<file path="src/rtl/rvvi_ack_pkg.sv">
// Shared types and constants for the RVVI acknowledgement generator.
package rvvi_ack_pkg;

  typedef enum logic {
    STATE_IDLE,
    STATE_SEND
  } state_t;

  // Ack frame length in 32-bit beats and the width of the beat counter.
  localparam int ACK_BEATS = 7;
  localparam int BEAT_W    = $clog2(ACK_BEATS);

  // Beat indices; each beat carries one field group of the ack frame.
  localparam logic [BEAT_W-1:0] BEAT_DST_HI       = 3'd0;
  localparam logic [BEAT_W-1:0] BEAT_DST_LO_SRC   = 3'd1;
  localparam logic [BEAT_W-1:0] BEAT_SRC_LO       = 3'd2;
  localparam logic [BEAT_W-1:0] BEAT_ETHTYPE      = 3'd3;
  localparam logic [BEAT_W-1:0] BEAT_TAG          = 3'd4;
  localparam logic [BEAT_W-1:0] BEAT_MINSTRET_HI  = 3'd5;
  localparam logic [BEAT_W-1:0] BEAT_MINSTRET_LO  = 3'd6;
  localparam logic [BEAT_W-1:0] ACK_LAST_BEAT     = BEAT_MINSTRET_LO;

  // Queue entries hold the tag zero-extended to a fixed field, so any
  // window size up to 2^15 fits the same struct and the same beat 4 layout.
  localparam int TAG_MAX_W = 16;

  typedef struct packed {
    logic [TAG_MAX_W-1:0] tag;
    logic [63:0]          minstret;
    logic [47:0]          dstmac;
  } ack_entry_t;

  localparam int ACK_ENTRY_W = $bits(ack_entry_t);

  // Data word for one beat of the ack frame built from a queue entry.
  function automatic logic [31:0] ack_beat(input logic [BEAT_W-1:0] beat,
                                           input ack_entry_t        e,
                                           input logic [47:0]       srcmac,
                                           input logic [15:0]       ethtype);
    logic [31:0] w;
    w = 32'h0;
    case (beat)
      BEAT_DST_HI:      w = e.dstmac[47:16];
      BEAT_DST_LO_SRC:  w = {e.dstmac[15:0], srcmac[47:32]};
      BEAT_SRC_LO:      w = srcmac[31:0];
      BEAT_ETHTYPE:     w = {ethtype, 16'h0};
      BEAT_TAG:         w = {16'h0, e.tag};
      BEAT_MINSTRET_HI: w = e.minstret[63:32];
      BEAT_MINSTRET_LO: w = e.minstret[31:0];
      default:          w = 32'h0;
    endcase
    return w;
  endfunction

endpackage

</file>
<file path="src/rtl/rvvi_ack_fifo.sv">
// Pointer FIFO for pending acks: wrap-bit pointers, registered full/empty,
// plus a look-ahead port giving the entry that becomes head after a pop.
module rvvi_ack_fifo #(
  parameter int ADDR_W = 3,
  parameter int DATA_W = 8
) (
  input  logic              clk,
  input  logic              reset,
  input  logic              push,
  input  logic              pop,
  input  logic [DATA_W-1:0] wdata,
  output logic [DATA_W-1:0] rdata,
  output logic              next_valid,
  output logic [DATA_W-1:0] next_data,
  output logic              full,
  output logic              empty
);

  localparam int DEPTH = 1 << ADDR_W;
  localparam int PTR_W = ADDR_W + 1;

  logic [DATA_W-1:0] mem [DEPTH];
  logic [PTR_W-1:0]  wr_ptr, rd_ptr, wr_nxt, rd_nxt, count;
  logic [ADDR_W-1:0] rd_idx_p1;
  logic              push_ok, pop_ok;

  // Qualify requests with the registered flags; a push is refused while
  // full even if a pop happens in the same cycle.
  always_comb begin
    push_ok   = push & ~full;
    pop_ok    = pop & ~empty;
    wr_nxt    = wr_ptr + PTR_W'(push_ok);
    rd_nxt    = rd_ptr + PTR_W'(pop_ok);
    count     = wr_ptr - rd_ptr;
    rd_idx_p1 = rd_ptr[ADDR_W-1:0] + ADDR_W'(1);
  end

  assign rdata = mem[rd_ptr[ADDR_W-1:0]];

  // Head after a pop: the second stored entry, or the entry being pushed
  // right now when only one is stored (bypass, since it is not yet in mem).
  always_comb begin
    next_valid = (count > PTR_W'(1)) | push_ok;
    next_data  = (count > PTR_W'(1)) ? mem[rd_idx_p1] : wdata;
  end

  // Pointers and flags; flags are computed from the next pointers so they
  // are valid in the cycle right after the update.
  always_ff @(posedge clk or posedge reset) begin
    if (reset) begin
      wr_ptr <= '0;
      rd_ptr <= '0;
      full   <= 1'b0;
      empty  <= 1'b1;
    end else begin
      wr_ptr <= wr_nxt;
      rd_ptr <= rd_nxt;
      full   <= (wr_nxt[ADDR_W] != rd_nxt[ADDR_W]) &&
                (wr_nxt[ADDR_W-1:0] == rd_nxt[ADDR_W-1:0]);
      empty  <= (wr_nxt == rd_nxt);
    end
  end

  // Storage write.
  // NOTE: the storage array is deliberately not reset; the pointers alone
  // define which entries are valid, and leaving it unreset lets it map to RAM.
  always_ff @(posedge clk) begin
    if (push_ok) mem[wr_ptr[ADDR_W-1:0]] <= wdata;
  end

endmodule

</file>
<file path="src/rtl/rvvi_ack_gen.sv">
// Host-side RVVI-over-Ethernet responder: classifies incoming frames
// against a tag window and streams one 7-beat ack per accepted frame.
module rvvi_ack_gen
  import rvvi_ack_pkg::*;
#(
  parameter int Entries = 3,
  parameter int CNTW    = 32
) (
  input  logic              clk,
  input  logic              reset,
  input  logic              RxValid,
  input  logic [Entries:0]  RxTag,
  input  logic [63:0]       RxMinstret,
  input  logic [47:0]       RxSrcMac,
  input  logic [47:0]       LocalMac,
  input  logic [15:0]       EthType,
  input  logic              TxReady,
  output logic              TxValid,
  output logic [31:0]       TxData,
  output logic              TxLast,
  output logic              Full,
  output logic              Empty,
  output logic [Entries:0]  ExpectedTag,
  output logic [CNTW-1:0]   OooCount,
  output logic [CNTW-1:0]   DupCount,
  output logic [CNTW-1:0]   DropCount
);

  localparam int TW  = Entries + 1;
  localparam int WIN = 1 << Entries;

  logic [WIN-1:0]    bitmap;
  logic [TW-1:0]     diff;
  logic              accept, drop, bm, in_order, ooo, dup, skip;
  ack_entry_t        push_entry, head, next_head;
  logic              next_valid, pop;
  state_t            state;
  logic [BEAT_W-1:0] beat_cnt, beat_nxt;

  // Classify the presented frame against the expected tag and the window.
  always_comb begin
    accept   = RxValid & ~Full;
    drop     = RxValid & Full;
    diff     = RxTag - ExpectedTag;
    bm       = bitmap[RxTag[Entries-1:0]];
    in_order = accept & (diff == '0) & ~bm;
    ooo      = accept & (diff != '0) & ~diff[Entries] & ~bm;
    dup      = accept & ~in_order & ~ooo;
    skip     = ~in_order & bitmap[ExpectedTag[Entries-1:0]];
  end

  // Expected-tag advance and received bitmap. An out-of-order set never hits
  // the index being cleared by a skip, because its diff is non-zero.
  // NOTE: all clocked state uses non-blocking assignments so every register
  // samples pre-edge values regardless of statement order.
  always_ff @(posedge clk or posedge reset) begin
    if (reset) begin
      ExpectedTag <= '0;
      bitmap      <= '0;
    end else begin
      if (in_order | skip) ExpectedTag <= ExpectedTag + TW'(1);
      if (skip) bitmap[ExpectedTag[Entries-1:0]] <= 1'b0;
      if (ooo)  bitmap[RxTag[Entries-1:0]]       <= 1'b1;
    end
  end

  // Statistics counters, wrapping naturally at 2^CNTW.
  always_ff @(posedge clk or posedge reset) begin
    if (reset) begin
      OooCount  <= '0;
      DupCount  <= '0;
      DropCount <= '0;
    end else begin
      if (ooo)  OooCount  <= OooCount  + CNTW'(1);
      if (dup)  DupCount  <= DupCount  + CNTW'(1);
      if (drop) DropCount <= DropCount + CNTW'(1);
    end
  end

  assign push_entry = '{tag: TAG_MAX_W'(RxTag), minstret: RxMinstret, dstmac: RxSrcMac};

  rvvi_ack_fifo #(
    .ADDR_W (Entries),
    .DATA_W (ACK_ENTRY_W)
  ) u_fifo (
    .clk        (clk),
    .reset      (reset),
    .push       (accept),
    .pop        (pop),
    .wdata      (push_entry),
    .rdata      (head),
    .next_valid (next_valid),
    .next_data  (next_head),
    .full       (Full),
    .empty      (Empty)
  );

  // The head entry leaves the queue when its final beat is accepted.
  always_comb begin
    pop      = (state == STATE_SEND) & TxReady & (beat_cnt == ACK_LAST_BEAT);
    beat_nxt = beat_cnt + BEAT_W'(1);
  end

  // TX FSM with registered beat outputs; data for the following beat is
  // loaded on each accepted beat, so outputs hold while TxReady is low.
  always_ff @(posedge clk or posedge reset) begin
    if (reset) begin
      state    <= STATE_IDLE;
      beat_cnt <= '0;
      TxValid  <= 1'b0;
      TxData   <= '0;
      TxLast   <= 1'b0;
    end else begin
      case (state)
        STATE_IDLE: begin
          if (!Empty) begin
            state    <= STATE_SEND;
            beat_cnt <= '0;
            TxValid  <= 1'b1;
            TxData   <= ack_beat(BEAT_DST_HI, head, LocalMac, EthType);
            TxLast   <= 1'b0;
          end
        end
        STATE_SEND: begin
          if (TxReady) begin
            if (beat_cnt == ACK_LAST_BEAT) begin
              beat_cnt <= '0;
              TxLast   <= 1'b0;
              if (next_valid) begin
                TxData <= ack_beat(BEAT_DST_HI, next_head, LocalMac, EthType);
              end else begin
                state   <= STATE_IDLE;
                TxValid <= 1'b0;
                TxData  <= '0;
              end
            end else begin
              beat_cnt <= beat_nxt;
              TxData   <= ack_beat(beat_nxt, head, LocalMac, EthType);
              TxLast   <= (beat_nxt == ACK_LAST_BEAT);
            end
          end
        end
        default: state <= STATE_IDLE;
      endcase
    end
  end

endmodule

</file>
<file path="config.mk">
export PLATFORM = sky130hd
export DESIGN_NAME = rvvi_ack_gen
export DESIGN_NICKNAME = d
export VERILOG_FILES = /design/src/rtl/rvvi_ack_pkg.sv /design/src/rtl/rvvi_ack_fifo.sv /design/src/rtl/rvvi_ack_gen.sv
export SDC_FILE = /design/constraint.sdc
export NUM_CORES = 1
export LEC_CHECK = 0
export ABC_AREA = 1
export BUFFER_PORTS_ARGS = -buffer_cell sky130_fd_sc_hd__buf_2
export CORE_MARGIN = 2
export CORE_UTILIZATION = 25
export CTS_CLUSTER_DIAMETER = 40
export CTS_CLUSTER_SIZE = 40
export DETAILED_ROUTE_END_ITERATION = 8
export HOLD_SLACK_MARGIN = 0.12
export PLACE_DENSITY = 0.46
export REMOVE_ABC_BUFFERS = 1
export SETUP_SLACK_MARGIN = 0.2
export SLEW_MARGIN = 20
export SYNTH_ARGS = -nofsm -noshare
export SYNTH_HDL_FRONTEND = slang
export SYNTH_SLANG_ARGS = --single-unit
</file>
<file path="constraint.sdc">
create_clock -name clk -period 12.51 [get_ports clk]
set_clock_uncertainty 0.15 [all_clocks]
set_input_delay 1.8765 -clock clk [delete_from_list [all_inputs] [get_ports clk]]
set_output_delay 1.8765 -clock clk [all_outputs]
set_load 0.01 [all_outputs]
</file>
==> metrics.md <==
| Metric | Value |
|---|---|
| Most common cell on crit path | `nand2_1` |
| Final Hold Violating Endpoints | `0` |
| H-Tree Depth | `4` |
| Die extent in y | `449 um` |
| HP Class | `reg -> reg` |
| Largest net degree at the start of global routing | `approximately 180` |
| CTS root buf | `clkbuf_16` |
| Setup Buffers After CTS | `0` |
| Reg clk slew, reported paths | `0.05 ns` |
| Initial antenna violation count | `56` |
| Async set-reset flop share out of synthesis | `14.4%` |
| Clock Latency Late Sink | `between 0.8 and 0.9 ns` |
| Clock Sinks | `1084` |
| Drt via density | `4.63` |
| Worst slew margin | `a little over a quarter` |
| Startpoint Class | `flip-flop` |
| Cts repair resizes | `0` |
| End of the worst register-to-register path | `TxData[29]$_DFFE_PP0P_` |
| Leak pwr | `around 0.024 uW` |
| First-pass DRT Iterations | `5` |
| Crit path max-delay family | `buffers and inverters` |
| Max-cap violations | `0` |
| Status | `completed` |
| Dominant cells by area after synthesis | `edfxtp_1 (56%), nand2_1 (9.7%), dfrtp_1 (7.8%)` |
| Main flop type after synthesis | `edfxtp_1` |
| Via count | `37700` |
| Tot GR Track Use | `between 10% and 20%` |
| Grt ovf | `0` |
| CTS tree | `done` |
| Post-Synth XOR/XNOR Area | `approximately 1.6%` |
| Post-Layout Inst Area | `roughly 60000 um2` |
| Post-DP Area | `between 50000 and 60000 um2` |
| Num rows | `approximately 160` |
| Post-synthesis sequential area ratio | `64.3%` |
| Reg-to-Reg Start | `u_fifo.rd_ptr[0]$_DFF_PP0_` |
| ANT nets after route | `0` |
| Crit. End Element | `flip-flop` |
| Starting density of the core | `25.1%` |
| Synth top cells by count | `nand2_1 (1278), edfxtp_1 (928), nor2_1 (816)` |
| DR WL/cell | `a little over 20 um` |
| CP endpoint | `TxData[29]$_DFFE_PP0P_` |
| Top cell type's share of synthesized area | `between 50% and 60%` |
| Die ar. | `between 200000 and 250000 um2` |
| Vias in the first global route | `36100` |
| Compound-gate portion of the synthesized area | `6.29%` |
| Synth Area in Simple Gates | `22.9%` |
| Seq cells post-synth | `around 1100` |
| Most frequent cell after synthesis | `nand2_1` |
| Unrepaired setup endpoints after global routing | `false` |
| Internal reg-to-reg setup slack | `between 7 and 8 ns` |
| Final setup violation count | `0` |
| Share of post-route cells with drive strength above 1 | `between 10% and 20%` |
| Synth area leader | `edfxtp_1` |
| IO Pins | `between 300 and 400` |
| CP bufs+invs | `4` |
| Slowest stage cell on the critical path | `dfrtp_4` |
| CTS Buf Count | `around 200` |
| Final HPWL DP | `about 98 mm` |
| Synth Instances | `around 5000` |
| Non-filler cells, final | `a little over 8000` |
| Slew @ Worst Pin | `roughly 1.1 ns` |
| Main combinational cell family by area after synthesis | `simple AND/OR/NAND/NOR gates` |
| Tcrit/Tclk final | `slightly above 40%` |
| Max-slew violation count | `0` |
| F_max | `about 200 MHz` |
| Mux share of post-synthesis cell area | `0%` |
| Hold buffers post-CTS | `0` |
| Worst-path fanout max | `a little under 70` |
| Adder and majority cell fraction of the synthesized area | `0.461%` |
| Clk buf depth | `3` |
| Drt initial violations | `between 3000 and 4000` |
| Yosys Warn Count | `0` |
| Reg2Reg Depth | `16` |
| PD cells | `roughly 250 nW/um2` |
| Critical path class | `reg -> reg` |
| Core footprint | `between 150000 and 200000 um2` |
| Tmin final | `slightly above 5 ns` |
| WHS | `around 0.32 ns` |
| Critical path arrival | `~5.7 ns` |
| Worst IR drop on VDD | `approximately 190 uV` |
| Worst Setup SP | `u_fifo.rd_ptr[0]$_DFF_PP0_` |
| Global-route wire length before repair | `approximately 250 mm` |
| Nets | `approximately 5500` |
| Post-synth cell types | `47` |
| Input/output buffers | `319` |
| Slowest stage delay, CP | `about 0.8 ns` |
| Syn-to-layout area delta | `22.3%` |
| Required @ worst endpoint | `~13 ns` |
| Post-synth EDFFs | `a little over 900` |
| Inst Count DP | `a little under 8000` |
| Syn_area_per_cell | `9.86 um2` |
| DIE WIDTH | `approximately 450 um` |
| GPL Wtd Cong | `0.809` |
| # DRC | `0` |
| Area of the mapped netlist | `49400 um2` |
| Final wirelength | `between 150 and 200 mm` |
| Worst path depth | `16` |
| Worst-path cell chain | `buf_4 -> buf_4 -> ha_2 -> inv_2 -> buf_4 -> nand3_1 -> nand2_1 -> nand2_1 -> nand2_1 -> nand2_1 -> nand2_1 -> nor2_1 -> nor2_1 -> nand2_1 -> nand2_1 -> nand2_1` |
==> registers in the layout, summed over array words and instances (netlist names) <==
signal and count:
u_fifo.mem 928, state 1, beat_cnt 3, DupCount 32
TxData 32, bitmap 8, TxValid 1, u_fifo.empty 1
u_fifo.wr_ptr 4, DropCount 32, TxLast 1, ExpectedTag 4
u_fifo.rd_ptr 4, OooCount 32, u_fifo.full 1
==> cell type report <==
| class | instances | area (um2) |
|---|---|---|
| Timing Repair Buffer | 380 | 2130 |
| Sequential cell | 1084 | 31800 |
| Tap cell | 2640 | 3300 |
| Clock inverter | 153 | 1710 |
| Clock buffer | 216 | 5020 |
| Fill cell | 20400 | 137000 |
| Inverter | 236 | 916 |
| Antenna cell | 11 | 27.5 |
| Multi-Input combinational cell | 3420 | 15600 |
==> worst min-delay path by stage <==
stage | startpoint | cells after the start | endpoint | slack (ns)
after floorplan | bitmap[3]$_DFF_PP0_ | 2 | bitmap[3]$_DFF_PP0_ | 0.29
after global placement | DropCount[31]$_DFFE_PP0P_ | 1 | DropCount[31]$_DFFE_PP0P_ | 0.31
after detailed placement | TxData[11]$_DFFE_PP0P_ | 2 | TxData[11]$_DFFE_PP0P_ | 0.31
after CTS | DropCount[31]$_DFFE_PP0P_ | 1 | DropCount[31]$_DFFE_PP0P_ | 0.32
after global routing | DropCount[31]$_DFFE_PP0P_ | 1 | DropCount[31]$_DFFE_PP0P_ | 0.34
final | DropCount[31]$_DFFE_PP0P_ | 1 | DropCount[31]$_DFFE_PP0P_ | 0.32
==> cells in the final DEF (no fill, tap or decap), types with 42 or more instances in the layout <==
cell,netlist,routed
nand2_1,1278,1276
edfxtp_1,928,928
nor2_1,816,806
nand3_1,544,544
o21ai_0,407,407
buf_2,125,319
inv_1,227,222
clkbuf_16,0,196
dfrtp_1,155,152
o211ai_1,66,66
xor2_1,64,63
buf_4,14,56
a21oi_1,43,42
==> power by group <==
part,leakage (uW),internal [uW],total (uW),switching [uW]
combinational,0.00994,1400,5190,3790
sequential,0.0104,4530,4840,318
clock,0.00319,3330,5320,1980
total,0.0236,9260,15400,6090
==> layer usage <==
metal | track usage (%) | part of all wire (%) | vias up
met1 | 20.8 | 43 | 18300
li1 | - | - | 17700
met5 | 0 | 0.094 | -
met4 | 6.53 | 3.4 | 24
met3 | 2.86 | 5.3 | 349
met2 | 27.3 | 48 | 1236
==> metrics by stage <==
| stage | total power (uW) | setup slack, ns | setup TNS [ns] | util [%] |
|---|---|---|---|---|
| after floorplan | 8500 | -11.72 | -372.84 | - |
| after CTS | 15500 | 7.40 | 0 | 30.7 |
| after global routing | 16300 | 7.04 | 0 | 30.7 |
| after detailed placement | 10200 | 6.57 | 0 | 27.3 |
| final | 15400 | 7.38 | 0 | 30.7 |
| after global placement | 10100 | 6.68 | 0 | 27.2 |
==> worst register-to-register path: cells and delay by family (launching register included) <==
kind,cells,cell delay [ns]
buf+inv,4,2.69
flops,1,0.78
simple gates,11,0.89
fa+ha+maj,1,0.50
==> kinds of logic after synthesis <==
group                      Yosys count
adders and majority gates           17
buffers and inverters              513
DFF                               1084
AOI/OAI and AO/OA                  564
xor gates and xnor gates            91
and+or+nand+nor                   2748
Note: power is estimated with default switching activity, not from simulation.
